`config.mk`:
```
export PLATFORM = sky130hd
export DESIGN_NAME = pixel_fb_writer
export DESIGN_NICKNAME = d
export VERILOG_FILES = /design/src/rtl/pixel_fb_writer_pkg.sv /design/src/rtl/pixel_fb_writer_fifo.sv /design/src/rtl/pixel_fb_writer.sv
export SDC_FILE = /design/constraint.sdc
export NUM_CORES = 1
export LEC_CHECK = 0
export ABC_AREA = 0
export CAP_MARGIN = 20
export CORE_UTILIZATION = 60
export CTS_CLUSTER_DIAMETER = 150
export DETAILED_ROUTE_END_ITERATION = 10
export PLACE_DENSITY = 0.9
export SYNTH_ARGS = -nofsm -noshare
export SYNTH_HDL_FRONTEND = slang
export SYNTH_SLANG_ARGS = --single-unit
```
`constraint.sdc`:
```
create_clock -name clk -period 3.8 [get_ports clk]
set_clock_uncertainty 0.05 [all_clocks]
set_input_delay 0.76 -clock clk [delete_from_list [all_inputs] [get_ports clk]]
set_output_delay 0.76 -clock clk [all_outputs]
set_load 0.01 [all_outputs]
```
`src/rtl/pixel_fb_writer_pkg.sv`:
```
`default_nettype none
// +--------------------------------------------------------------------------+
// | Package     : pixel_fb_writer_pkg                                        |
// | Description : Shared display constants, FSM state encoding and the       |
// |               framebuffer address helper for the pixel writer.           |
// | Revision    : 1.0 - initial release                                      |
// +--------------------------------------------------------------------------+
package pixel_fb_writer_pkg;

  localparam int X_PIXELS  = 160;
  localparam int Y_PIXELS  = 120;
  localparam int FB_ADDR_W = 15;
  localparam int COLOUR_W  = 3;
  // One FIFO entry carries {address, colour}.
  localparam int FIFO_W    = FB_ADDR_W + COLOUR_W;

  typedef enum logic [2:0] {
    ST_IDLE  = 3'd0,
    ST_WRITE = 3'd1,
    ST_DRAIN = 3'd2,
    ST_CLEAR = 3'd3,
    ST_DONE  = 3'd4
  } state_t;

  // Linear address y*160 + x, built from shifts so no multiplier is needed.
  function automatic logic [FB_ADDR_W-1:0] fb_linear_addr(input logic [6:0] y,
                                                          input logic [7:0] x);
    return {1'b0, y, 7'b0} + {3'b0, y, 5'b0} + {7'b0, x};
  endfunction

endpackage
`default_nettype wire

```
`src/rtl/pixel_fb_writer_fifo.sv`:
```
`default_nettype none
// +--------------------------------------------------------------------------+
// | Module      : pixel_fifo                                                 |
// | Description : Synchronous FIFO with registered full/empty flags and a    |
// |               look-ahead port exposing the entry behind the head.        |
// | Ports       : clk, reset (sync, active-low), push_i/wdata_i, pop_i,      |
// |               head_o, next_o, full_o, empty_o, count_o                   |
// | Revision    : 1.0 - initial release                                      |
// +--------------------------------------------------------------------------+
module pixel_fifo
  import pixel_fb_writer_pkg::*;
#(
  parameter int DEPTH = 8,       // power of two
  parameter int WIDTH = FIFO_W
) (
  input  logic                     clk,
  input  logic                     reset,
  input  logic                     push_i,
  input  logic [WIDTH-1:0]         wdata_i,
  input  logic                     pop_i,
  output logic [WIDTH-1:0]         head_o,
  output logic [WIDTH-1:0]         next_o,
  output logic                     full_o,
  output logic                     empty_o,
  output logic [$clog2(DEPTH):0]   count_o
);

  localparam int AW = $clog2(DEPTH);

  logic [WIDTH-1:0] mem_q [DEPTH];
  logic [AW-1:0]    wr_ptr_q;
  logic [AW-1:0]    rd_ptr_q;
  logic [AW-1:0]    rd_next;
  logic [AW:0]      count_q;
  logic [AW:0]      count_d;
  logic             full_q;
  logic             empty_q;
  logic             push_ok;
  logic             pop_ok;

  always_comb begin
    push_ok = push_i && !full_q;
    pop_ok  = pop_i && !empty_q;
    rd_next = rd_ptr_q + AW'(1);
    count_d = count_q;
    if (push_ok && !pop_ok) begin
      count_d = count_q + (AW+1)'(1);
    end else if (!push_ok && pop_ok) begin
      count_d = count_q - (AW+1)'(1);
    end
  end

  always_ff @(posedge clk) begin
    if (push_ok) begin
      mem_q[wr_ptr_q] <= wdata_i;
    end
  end

  always_ff @(posedge clk) begin
    if (!reset) begin
      wr_ptr_q <= '0;
      rd_ptr_q <= '0;
      count_q  <= '0;
      full_q   <= 1'b0;
      empty_q  <= 1'b1;
    end else begin
      if (push_ok) wr_ptr_q <= wr_ptr_q + AW'(1);
      if (pop_ok)  rd_ptr_q <= rd_next;
      count_q <= count_d;
      full_q  <= (count_d == (AW+1)'(DEPTH));
      empty_q <= (count_d == '0);
    end
  end

  assign head_o  = mem_q[rd_ptr_q];
  assign next_o  = mem_q[rd_next];
  assign full_o  = full_q;
  assign empty_o = empty_q;
  assign count_o = count_q;

endmodule
`default_nettype wire

```
`src/rtl/pixel_fb_writer.sv`:
```
`default_nettype none
// +--------------------------------------------------------------------------+
// | Module      : pixel_fb_writer                                            |
// | Description : Buffers plotted pixels, writes them to a framebuffer and   |
// |               performs full-screen clears on request.                    |
// | Ports       : clk, reset (sync, active-low)                              |
// |               pixel in : plot_en, px_x, px_y, px_colour -> px_ready       |
// |               clear    : clear_req, clear_colour -> clear_done          |
// |               fb out   : fb_wren, fb_addr, fb_data <- fb_ready           |
// |               status   : drop_count, busy                                |
// | Revision    : 1.0 - initial release                                      |
// +--------------------------------------------------------------------------+
module pixel_fb_writer
  import pixel_fb_writer_pkg::*;
#(
  parameter int X_PIXELS   = pixel_fb_writer_pkg::X_PIXELS,
  parameter int Y_PIXELS   = pixel_fb_writer_pkg::Y_PIXELS,
  parameter int FIFO_DEPTH = 8
) (
  input  logic                 clk,
  input  logic                 reset,
  input  logic                 plot_en,
  input  logic [7:0]           px_x,
  input  logic [6:0]           px_y,
  input  logic [COLOUR_W-1:0]  px_colour,
  output logic                 px_ready,
  input  logic                 clear_req,
  input  logic [COLOUR_W-1:0]  clear_colour,
  output logic                 clear_done,
  input  logic                 fb_ready,
  output logic                 fb_wren,
  output logic [FB_ADDR_W-1:0] fb_addr,
  output logic [COLOUR_W-1:0]  fb_data,
  output logic [7:0]           drop_count,
  output logic                 busy
);

  localparam int CNT_W = $clog2(FIFO_DEPTH) + 1;
  localparam logic [FB_ADDR_W-1:0] CLR_LAST = FB_ADDR_W'(X_PIXELS * Y_PIXELS - 1);
  localparam logic [FB_ADDR_W-1:0] CLR_END  = FB_ADDR_W'(X_PIXELS * Y_PIXELS);
  localparam logic [7:0]           X_LIM    = 8'(X_PIXELS);
  localparam logic [6:0]           Y_LIM    = 7'(Y_PIXELS);

  state_t               state_q, state_d;
  logic                 rdy_en_q;
  logic [COLOUR_W-1:0]  colour_q, colour_d;
  logic [FB_ADDR_W-1:0] clr_cnt_q, clr_cnt_d;
  logic                 wren_q, wren_d;
  logic [FB_ADDR_W-1:0] addr_q, addr_d;
  logic [COLOUR_W-1:0]  data_q, data_d;
  logic [7:0]           drop_q, drop_d;

  logic                 accept;
  logic                 in_range;
  logic                 fire;
  logic                 fifo_push;
  logic                 fifo_pop;
  logic [FIFO_W-1:0]    fifo_wdata;
  logic [FIFO_W-1:0]    fifo_head;
  logic [FIFO_W-1:0]    fifo_next;
  logic                 fifo_full;
  logic                 fifo_empty;
  logic [CNT_W-1:0]     fifo_count;

  // rdy_en_q keeps px_ready low while reset is held, using registered state only.
  assign px_ready   = rdy_en_q && !fifo_full && (state_q == ST_IDLE || state_q == ST_WRITE);
  assign clear_done = (state_q == ST_DONE);
  assign busy       = (state_q != ST_IDLE) || !fifo_empty;
  assign fb_wren    = wren_q;
  assign fb_addr    = addr_q;
  assign fb_data    = data_q;
  assign drop_count = drop_q;

  always_comb begin
    accept     = plot_en && px_ready;
    in_range   = (px_x < X_LIM) && (px_y < Y_LIM);
    fifo_push  = accept && in_range;
    fifo_wdata = {fb_linear_addr(px_y, px_x), px_colour};
    fire       = wren_q && fb_ready;
  end

  // Output stage. The presented entry stays in the FIFO until its transfer
  // completes, so FIFO occupancy counts it; on completion the look-ahead
  // entry is loaded directly to keep one write per cycle.
  always_comb begin
    fifo_pop  = 1'b0;
    wren_d    = wren_q;
    addr_d    = addr_q;
    data_d    = data_q;
    clr_cnt_d = clr_cnt_q;
    if (state_q == ST_CLEAR) begin
      if (!wren_q || fb_ready) begin
        if (clr_cnt_q != CLR_END) begin
          wren_d    = 1'b1;
          addr_d    = clr_cnt_q;
          data_d    = colour_q;
          clr_cnt_d = clr_cnt_q + FB_ADDR_W'(1);
        end else begin
          wren_d = 1'b0;
        end
      end
    end else begin
      clr_cnt_d = '0;
      if (!wren_q) begin
        if (!fifo_empty) begin
          wren_d           = 1'b1;
          {addr_d, data_d} = fifo_head;
        end
      end else if (fb_ready) begin
        fifo_pop = 1'b1;
        if (fifo_count >= CNT_W'(2)) begin
          {addr_d, data_d} = fifo_next;
        end else begin
          wren_d = 1'b0;
        end
      end
    end
  end

  always_comb begin
    state_d  = state_q;
    colour_d = colour_q;
    drop_d   = drop_q;
    if (accept && !in_range && drop_q != 8'hFF) begin
      drop_d = drop_q + 8'd1;
    end
    unique case (state_q)
      ST_IDLE, ST_WRITE: begin
        if (clear_req) begin
          state_d  = ST_DRAIN;
          colour_d = clear_colour;
        end else if (state_q == ST_IDLE && !fifo_empty) begin
          state_d = ST_WRITE;
        end else if (state_q == ST_WRITE && fifo_empty) begin
          state_d = ST_IDLE;
        end
      end
      ST_DRAIN: if (fifo_empty && !wren_q) state_d = ST_CLEAR;
      ST_CLEAR: if (fire && addr_q == CLR_LAST) state_d = ST_DONE;
      ST_DONE:  state_d = ST_IDLE;
      default:  state_d = ST_IDLE;
    endcase
  end

  always_ff @(posedge clk) begin
    if (!reset) begin
      state_q   <= ST_IDLE;
      rdy_en_q  <= 1'b0;
      colour_q  <= '0;
      clr_cnt_q <= '0;
      wren_q    <= 1'b0;
      addr_q    <= '0;
      data_q    <= '0;
      drop_q    <= '0;
    end else begin
      state_q   <= state_d;
      rdy_en_q  <= 1'b1;
      colour_q  <= colour_d;
      clr_cnt_q <= clr_cnt_d;
      wren_q    <= wren_d;
      addr_q    <= addr_d;
      data_q    <= data_d;
      drop_q    <= drop_d;
    end
  end

  pixel_fifo #(
    .DEPTH (FIFO_DEPTH),
    .WIDTH (FIFO_W)
  ) u_fifo (
    .clk     (clk),
    .reset   (reset),
    .push_i  (fifo_push),
    .wdata_i (fifo_wdata),
    .pop_i   (fifo_pop),
    .head_o  (fifo_head),
    .next_o  (fifo_next),
    .full_o  (fifo_full),
    .empty_o (fifo_empty),
    .count_o (fifo_count)
  );

endmodule
`default_nettype wire

```
==> metrics.txt <==
CTS Buf Count 21; worst reg-to-reg path cell count 6; Total Power 5.54 mW; drt pass-1 iters 5; min Tclk post-route 3360 ps; Yosys reg bits 208; DRC 0; number of port buffers 55; met3 WL post-DR 1.97 mm; I/O pin cnt 56; fin crit share 88.3%; largest cells by area after synthesis edfxtp_1 (43%), mux4_2 (16%), dfxtp_1 (13%), ha_1 (2.6%), nand2_1 (2.5%); hold_sp colour_q[2]; placed cell area 10800 um^2; final critical-path setup slack 445 ps; final instance area 11500 um^2; Final setup viols 0; DIE WIDTH 131 um; post-synth top area share 43.0%; Placer Congestion 0.859; via density per instance 6.62; P_int 4.19 mW; Synth cell types 62; H-tree depth 1; Leak 3.67 nW; fmax 298 MHz; EDFF count, synth 144; WP data required 3900 ps; Final Hold Vio Count 0; RSZ-0062 raised after global routing false; Cells after Synth 713; Max Used Layer met4; reg2reg start fb_wren; Area growth, synth to finish 14.9%; met1 WL 8.75 mm; syn nets 762; first-pass GRT wire length 36.6 mm; Synth area leader edfxtp_1; fraction of registers with async set/reset 0%; Clk pwr share 38.0%; PwrDens 480 nW/um^2; Syn. warnings 0; Worst Hold Depth 2; Post-CTS Resized 0; slew margin rel. 40.1%; CP top delay family compound AO/OA/AOI/OAI gates; Root Driver clkbuf_16; DP Cell Count 960; length of routed met2 wiring 12.1 mm; Critical Path AT 3450 ps; number of antenna diodes 0; Util after Layout 71.6%; Top FF cell, synth edfxtp_1; total of max-cap violations 0; combinational share of power 13.7%; layout cells sized above 1 20.1%; Worst-path clk slew 60 ps; Layout Cells excl Fill 997; Setup WS pre-CTS 18.5 ps; Core Rows 46; Post-DRT Antenna Nets 0; worst skew pair latency 500 ps; Hold Crit Endpoint colour_q[2]; TritonCTS clock tree yes; Die Area 17300 um^2; cell chain of the critical path clkdlybuf4s50_1 > inv_1 > fa_1 > inv_1 > fa_1 > a21o_1 > a21oi_1 > o21bai_1 > a21oi_1 > o21ai_0; Crit Path Class in2reg; Max rail drop VDD 325 uV; crit start category primary input; vias in the first global route 6745; drt total wl 23.4 mm; final hold slack 421 ps; Nets 816; hold crit path type reg2reg; r2r setup slk 1060 ps; synthesized area 10000 um^2; clock buffer depth 3; clk sinks 208; Tightest Pin Transition 899 ps; Net Switching 1.35 mW; status finished, final reports clean; CTS Hold Bufs 0; Core Area 16100 um^2; number of post-CTS setup repair buffers 0; Syn Area/Cell 14.1 um^2; max incr delay on CP 530 ps; die height 131 um; starting density of the core 62.3%; post-route setup TNS 0 ps; CP max FO 8; fraction of the yosys area taken by sequential cells 55.8%; initial antenna violation count 0; DR iter-0 viols 577; Reg power frac 48.3%; largest net degree at the start of global routing 38; CP max stage cell fa_1; GRT overflow 0; commonest non-fill, non-tap cells in the layout edfxtp_1 (144), mux4_2 (72), nor2_1 (67), nand2_1 (67), dfxtp_1 (63); RR Endpoint u_fifo.empty_o; Avg WL per Cell 23.5 um; post-DP HPWL 14.9 mm; WP buf/inv 3; Vias 6602; Slew Limit Fails 0; Sw Share 24.3%; Total Routing Usage GR 27.7%; Worst setup EP type register; commonest non-fill, non-tap cell in the layout edfxtp_1
## logic make-up (layout without fill, tap and decap cells)
group                    after synthesis  after routing  share of synthesized area, %
flip-flops                           208            208                          55.8
XOR/XNOR                              34             34                          3.04
adder cells (fa/ha/maj)               23             23                          3.01
AND/OR/NAND/NOR                      200            200                          9.69
AO/OA/AOI/OAI                         73             73                          5.32
multiplexers                         112            112                          20.4
buffers and inverters                 63            131                          2.79
## synth_stat cells (all sizes together), types with 6 or more instances
library cell / count
a21oi: 15
a311oi: 18
ha: 21
dfxtp: 64
nand3: 6
nor3: 12
edfxtp: 144
mux2i: 22
xnor2: 18
nor2: 67
and3: 6
buf: 19
o211ai: 20
mux4: 72
clkbuf: 26
nand2: 67
mux2: 18
xor2: 16
inv: 17
nand4: 13
## state kept, by name, indices dropped and copies added (netlist names), 4 cells and up, named ones only
signal	count
u_fifo.count_o	4
u_fifo.mem_q	144
clr_cnt_q	15
fb_addr	15
drop_count	8
## how the worst max path moves through the flow
| stage | from | end | cells past startpoint |
|---|---|---|---|
| CTS | px_x[7] | u_fifo.mem_q[0][17] | 10 |
| finish | px_x[7] | u_fifo.mem_q[1][17] | 10 |
| global route | px_x[7] | u_fifo.mem_q[0][17] | 10 |
| global placement | px_x[7] | u_fifo.mem_q[5][17] | 10 |
| floorplan | px_x[6] | u_fifo.mem_q[0][0] | 4 |
| detailed placement | px_x[7] | u_fifo.mem_q[5][17] | 10 |
## power groups by stage
stage	registers, mW	logic [mW]	clock network, mW
6_report	2.68	0.760	2.10
5_1_grt	2.69	0.820	2.22
4_1_cts	2.67	0.757	2.13
3_5_place_dp	2.72	0.752	0
3_3_place_gp	2.71	0.717	0
2_1_floorplan	2.69	0.452	0
## metal layers
| layer | track usage (%) | vias to the layer above |
|---|---|---|
| li1 | - | 2864 |
| met1 | 35.1 | 3330 |
| met2 | 48.1 | 358 |
| met3 | 4.24 | 50 |
| met4 | 10.8 | 0 |
| met5 | 0 | - |
## layout make-up
cell class	count	area [um^2]
clock buffer	22	529
clock inverter	15	168
fill	974	4580
inverter	18	67.6
multi-input combinational	442	4180
sequential	208	5610
tap	216	270
timing repair buffer	76	721
## worst min-delay path: cells and delay by family, from the launching register on
kind	cells	cell delay, ps
AO/OA/AOI/OAI	1	50
flip-flops	1	310
AND/OR/NAND/NOR	1	60
Power figures use the tool's default switching activity.
